## src/rtl/alu_cmd_sequencer.sv

```systemverilog
// Command-side sequencer for the 16-bit ALU: takes one op over valid/ready, drives the
// registered ALU inputs, waits for the addressed unit's flag and returns one widened result.
module alu_cmd_sequencer #(
  parameter int OP_DATA_WIDTH  = 16,
  parameter int TIMEOUT_CYCLES = 4
) (
  input  logic                       CLK,
  input  logic                       RST,
  input  logic                       req_valid,
  output logic                       req_ready,
  input  logic [OP_DATA_WIDTH-1:0]   req_a,
  input  logic [OP_DATA_WIDTH-1:0]   req_b,
  input  logic [3:0]                 req_fun,
  output logic                       resp_valid,
  input  logic                       resp_ready,
  output logic [2*OP_DATA_WIDTH-1:0] resp_data,
  output logic                       resp_carry,
  output logic [1:0]                 resp_unit,
  output logic                       resp_err,
  output logic [OP_DATA_WIDTH-1:0]   alu_a,
  output logic [OP_DATA_WIDTH-1:0]   alu_b,
  output logic [3:0]                 alu_fun,
  input  logic [2*OP_DATA_WIDTH-1:0] arith_out,
  input  logic                       carry_out,
  input  logic                       arith_flag,
  input  logic [OP_DATA_WIDTH-1:0]   logic_out,
  input  logic                       logic_flag,
  input  logic [2:0]                 cmp_out,
  input  logic                       cmp_flag,
  input  logic [OP_DATA_WIDTH-1:0]   shift_out,
  input  logic                       shift_flag
);

  localparam int W     = OP_DATA_WIDTH;
  localparam int CNT_W = $clog2(TIMEOUT_CYCLES + 1);

  typedef enum logic [1:0] {IDLE, ISSUE, WAIT, RESP} state_t;

  state_t           state;
  logic [CNT_W-1:0] cnt;
  logic             unit_flag;
  logic             unit_carry;
  logic [2*W-1:0]   unit_data;

  // Result mux keyed on the latched function, never on the live request.
  always_comb begin
    unit_flag  = 1'b0;
    unit_carry = 1'b0;
    unit_data  = '0;
    case (alu_fun[3:2])
      2'b00: begin
        unit_flag  = arith_flag;
        unit_data  = arith_out;
        unit_carry = carry_out;
      end
      2'b01: begin
        unit_flag = logic_flag;
        unit_data = {{W{1'b0}}, logic_out};
      end
      2'b10: begin
        unit_flag = cmp_flag;
        unit_data = {{(2*W-3){1'b0}}, cmp_out};
      end
      default: begin
        unit_flag = shift_flag;
        unit_data = {{W{1'b0}}, shift_out};
      end
    endcase
  end

  always_ff @(posedge CLK) begin
    if (!RST) begin
      state      <= IDLE;
      cnt        <= '0;
      req_ready  <= 1'b0;
      resp_valid <= 1'b0;
      resp_data  <= '0;
      resp_carry <= 1'b0;
      resp_unit  <= 2'b00;
      resp_err   <= 1'b0;
      alu_a      <= '0;
      alu_b      <= '0;
      alu_fun    <= 4'h0;
    end else begin
      case (state)
        IDLE: begin
          req_ready <= 1'b1;
          if (req_valid && req_ready) begin
            alu_a     <= req_a;
            alu_b     <= req_b;
            alu_fun   <= req_fun;
            cnt       <= '0;
            req_ready <= 1'b0;
            state     <= ISSUE;
          end
        end
        // Flags are not looked at here: the previous op's flag may still be high.
        ISSUE: state <= WAIT;
        WAIT: begin
          if (unit_flag) begin
            resp_valid <= 1'b1;
            resp_data  <= unit_data;
            resp_carry <= unit_carry;
            resp_unit  <= alu_fun[3:2];
            resp_err   <= 1'b0;
            state      <= RESP;
          end else begin
            cnt <= cnt + 1'b1;
            if (cnt == CNT_W'(TIMEOUT_CYCLES - 1)) begin
              resp_valid <= 1'b1;
              resp_data  <= '0;
              resp_carry <= 1'b0;
              resp_unit  <= alu_fun[3:2];
              resp_err   <= 1'b1;
              state      <= RESP;
            end
          end
        end
        RESP: begin
          if (resp_ready) begin
            resp_valid <= 1'b0;
            req_ready  <= 1'b1;
            state      <= IDLE;
          end
        end
        default: state <= IDLE;
      endcase
    end
  end

endmodule

```

## config.mk

```make
export PLATFORM = sky130hd
export DESIGN_NAME = alu_cmd_sequencer
export DESIGN_NICKNAME = d
export VERILOG_FILES = /design/src/rtl/alu_cmd_sequencer.sv
export SDC_FILE = /design/constraint.sdc
export NUM_CORES = 1
export LEC_CHECK = 0
export ABC_AREA = 1
export CAP_MARGIN = 10
export CORE_MARGIN = 2
export CORE_UTILIZATION = 39
export CTS_CLUSTER_SIZE = 14
export DETAILED_ROUTE_END_ITERATION = 10
export PLACE_DENSITY_LB_ADDON = 0.2
export SETUP_SLACK_MARGIN = 0.02
export SKIP_LAST_GASP = 1
export SYNTH_ARGS = -nofsm -noshare
export SYNTH_HDL_FRONTEND = slang
export SYNTH_SLANG_ARGS = --single-unit
```

## constraint.sdc

```tcl
create_clock -name CLK -period 2 [get_ports CLK]
set_input_delay 0.4 -clock CLK [delete_from_list [all_inputs] [get_ports CLK]]
set_output_delay 0.4 -clock CLK [all_outputs]
set_load 0.02 [all_outputs]
```

==> qor.csv <==
metric,value,unit
power density cells,1040,nW/µm²
total congestion overflow,0,
share of layout cells above drive strength 1,0.0638,
core footprint,8590,µm²
"commonest non-fill, non-tap cell in the layout",sky130_fd_sc_hd__clkdlybuf4s50_1,
Ant. Diodes,0,
final setup fails,0,
area overhead of the layout relative to synthesis,64.0,%
"Data arrival, critical path",1.40,ns
DR vias/cell,4.90,
CTS max path bufs,2,
antenna violations before repair,0,
final sum of negative setup slack,0,ns
adder-cell share of the synthesized area,0.0183,
worst-margin pin slew,0.627,ns
number of nets in the synthesized netlist,578,
Post-CTS Setup Repair Bufs,0,
final hold violation count,0,
number of clock buffers inserted by TritonCTS,9,
Layout Skew,0.00527,ns
Die X,97.5,µm
commonest register cell after synthesis,sky130_fd_sc_hd__dfxtp_1,
simple logic cell fraction of the synthesized area,0.245,
Yosys top cell area share,0.464,
"commonest non-fill, non-tap cells in the layout","sky130_fd_sc_hd__clkdlybuf4s50_1 (185), sky130_fd_sc_hd__nand2_1 (80), sky130_fd_sc_hd__dfxtp_1 (78)",
final worst path period share,0.901,
class of the tightest hold or removal check,reg2reg,
number of buffer and inverter stages on the critical path,1,
biggest area consumer among synthesized cells,sky130_fd_sc_hd__dfxtp_1,
# H-tree levels,3,
Max Fanout on Critical Path,9,
syn avg cell area,7.40,µm²
worst skew pair latency,0.34,ns
weighted congestion reported at the end of routability-driven placement,0.767,
"EDFF count, synth",0,
fillcell total,711,
path type of the worst setup path,reg2out,
CTS tree,done,
detailed router's first-iteration violation count,161,
max-slew headroom at the worst pin,0.581,
number of warnings printed during yosys synthesis,0,
maximum operating frequency,555,MHz
floorplan die area,9510,µm²
share of cell area taken by muxes after synthesis,0,
combinational family with the most area after synthesis,simple AND/OR/NAND/NOR gates,
met3 Usage GRT,0.0827,
Crit path max-delay family,buffers and inverters,
Worst Setup Start Kind,register,
DP Wirelength,7370,µm
Routed WL per cell,13.2,µm
proportion of synthesized flip-flops having asynchronous set or reset,0,
Port-buffer cells,185,
GR Util All Layers,0.207,
share of the yosys chip area belonging to registers,0.464,
global-route wire length before repair,16400,µm
clock period minus final worst setup slack,1.80,ns
maximum cell stage delay along the critical path,0.64,ns
number of max-cap violations,0,
Starting Density,0.397,
M1 GR Usage,0.253,
number of nets in the layout,756,
Worst EP required,1.60,ns
slowest cell on the critical path,sky130_fd_sc_hd__clkdlybuf4s50_1,
via count of the first global-routing pass,3490,
Setup crit end kind,output pin,
unrepaired setup endpoints after global routing,no,
synthesized-area fraction occupied by xor and xnor cells,0,
number of placed I/O pins,186,
FP Rows,34,
"IR drop worst, VDD",667,µV
post-route worst hold slack,0.443,ns
clock-pin transition on the worst setup and hold timing paths,0.07,ns
fraction of the mapped netlist area in compound gates,0.176,
number of optimization iterations in the first detailed-route pass,4,
routing layer with the top usage in global route,met2,
CP Cell Sequence,clkdlybuf4s50_1,
GR met2 Demand/Resource,0.334,
number of distinct library cells after synthesis,26,
leakage dissipation,2.12,nW
library cell used as clock root buffer,sky130_fd_sc_hd__clkbuf_8,
die height,97.5,µm
register bit total from synthesis,79,
status,"finished, final reports clean",
total number of vias,3677,
number of slew-limit violations in the final report,0,
mapped cell area,3410,µm²
total clock sinks,79,
Total Routed Length,9900,µm
remaining number of nets flagged by the antenna check after routing,0,
ranking of synthesized cells by area,"sky130_fd_sc_hd__dfxtp_1 (46%), sky130_fd_sc_hd__nand3_1 (11%), sky130_fd_sc_hd__a21oi_1 (11%), sky130_fd_sc_hd__nand2_1 (8.8%), sky130_fd_sc_hd__o21ai_0 (6.0%)",
largest net degree at the start of global routing,73,
total DRC errors in the routed layout,0,
post-synthesis instance total,461,
## kinds of logic after synthesis
logic type,count (synthesis)
compound gates,118
fa+ha+maj,5
buf+inv,80
flops,79
simple gates,179
## report_power, final
part	leakage (nW)	internal [mW]	switching, mW
combinational	1.38	1.14	1.41
clock	0.0985	0.637	0.546
sequential	0.644	1.90	0.191
## through the flow
stage	instances	utilization	power, mW	setup slack, ns	cell area (µm²)
3_5_place_dp	736	0.628	4.68	0.0870	5400
3_3_place_gp	736	0.628	4.64	0.116	5400
5_1_grt	751	0.651	6.24	0.0450	5590
6_report	751	0.651	5.83	0.198	5590
2_1_floorplan	461	-	3.60	0.477	3410
4_1_cts	751	0.651	5.88	0.0438	5590
## layout make-up
class / count / area (µm²) / share of cell area
Clock buffer: 12 / 155 / 0.0277
Clock inverter: 3 / 42.5 / 0.00760
Inverter: 51 / 191 / 0.0342
Multi-Input combinational cell: 302 / 1500 / 0.269
Sequential cell: 79 / 1580 / 0.283
Tap cell: 108 / 135 / 0.0242
Timing Repair Buffer: 196 / 1980 / 0.355
## path summary, 6_finish.rpt
check	startpoint	depth (start not counted)	slack [ns]	to
max reg2reg	cnt[0]	6	0.24	resp_data[28]
max	alu_fun[3]	1	0.20	alu_fun[3]
min	alu_a[13]	2	0.44	alu_a[13]
min reg2reg	alu_a[13]	2	0.44	alu_a[13]
## registers in the layout (all words and copies together), names as in the netlist
name and cells:
resp_data 32, alu_a 16, alu_b 16, alu_fun 4
cnt 3, resp_unit 2, state 2, req_ready 1
resp_carry 1, resp_err 1, resp_valid 1
## metal layers
metal / routed length (µm) / vias up
met3: 988 / 14
met2: 4470 / 142
met5: 0 / -
met1: 4260 / 1650
met4: 182 / 0
li1: - / 1871
## cells in the mapped netlist (2+ instances only)
cell / count
sky130_fd_sc_hd__inv_2: 4
sky130_fd_sc_hd__clkbuf_1: 17
sky130_fd_sc_hd__or2_2: 2
sky130_fd_sc_hd__buf_4: 5
sky130_fd_sc_hd__nand2_1: 80
sky130_fd_sc_hd__buf_2: 5
sky130_fd_sc_hd__nand2_4: 3
sky130_fd_sc_hd__inv_1: 46
sky130_fd_sc_hd__a22oi_1: 3
sky130_fd_sc_hd__ha_1: 5
sky130_fd_sc_hd__nor2_1: 12
sky130_fd_sc_hd__o21ai_0: 41
sky130_fd_sc_hd__a21oi_1: 72
sky130_fd_sc_hd__nand4_1: 3
sky130_fd_sc_hd__dfxtp_1: 79
sky130_fd_sc_hd__nand3_1: 74
## what timing repair did
action,in CTS,in global routing
gates resized for setup,0,1
endpoints found under the setup margin,0,3
hold buffers,0,0
## tightest hold or removal path: cells and delay by family, from the launching register on
kind | cells | cell delay (ns)
buffers and inverters | 1 | 0.05
flip-flops | 1 | 0.31
AO/OA/AOI/OAI | 1 | 0.05
Power figures use the tool's default switching activity.
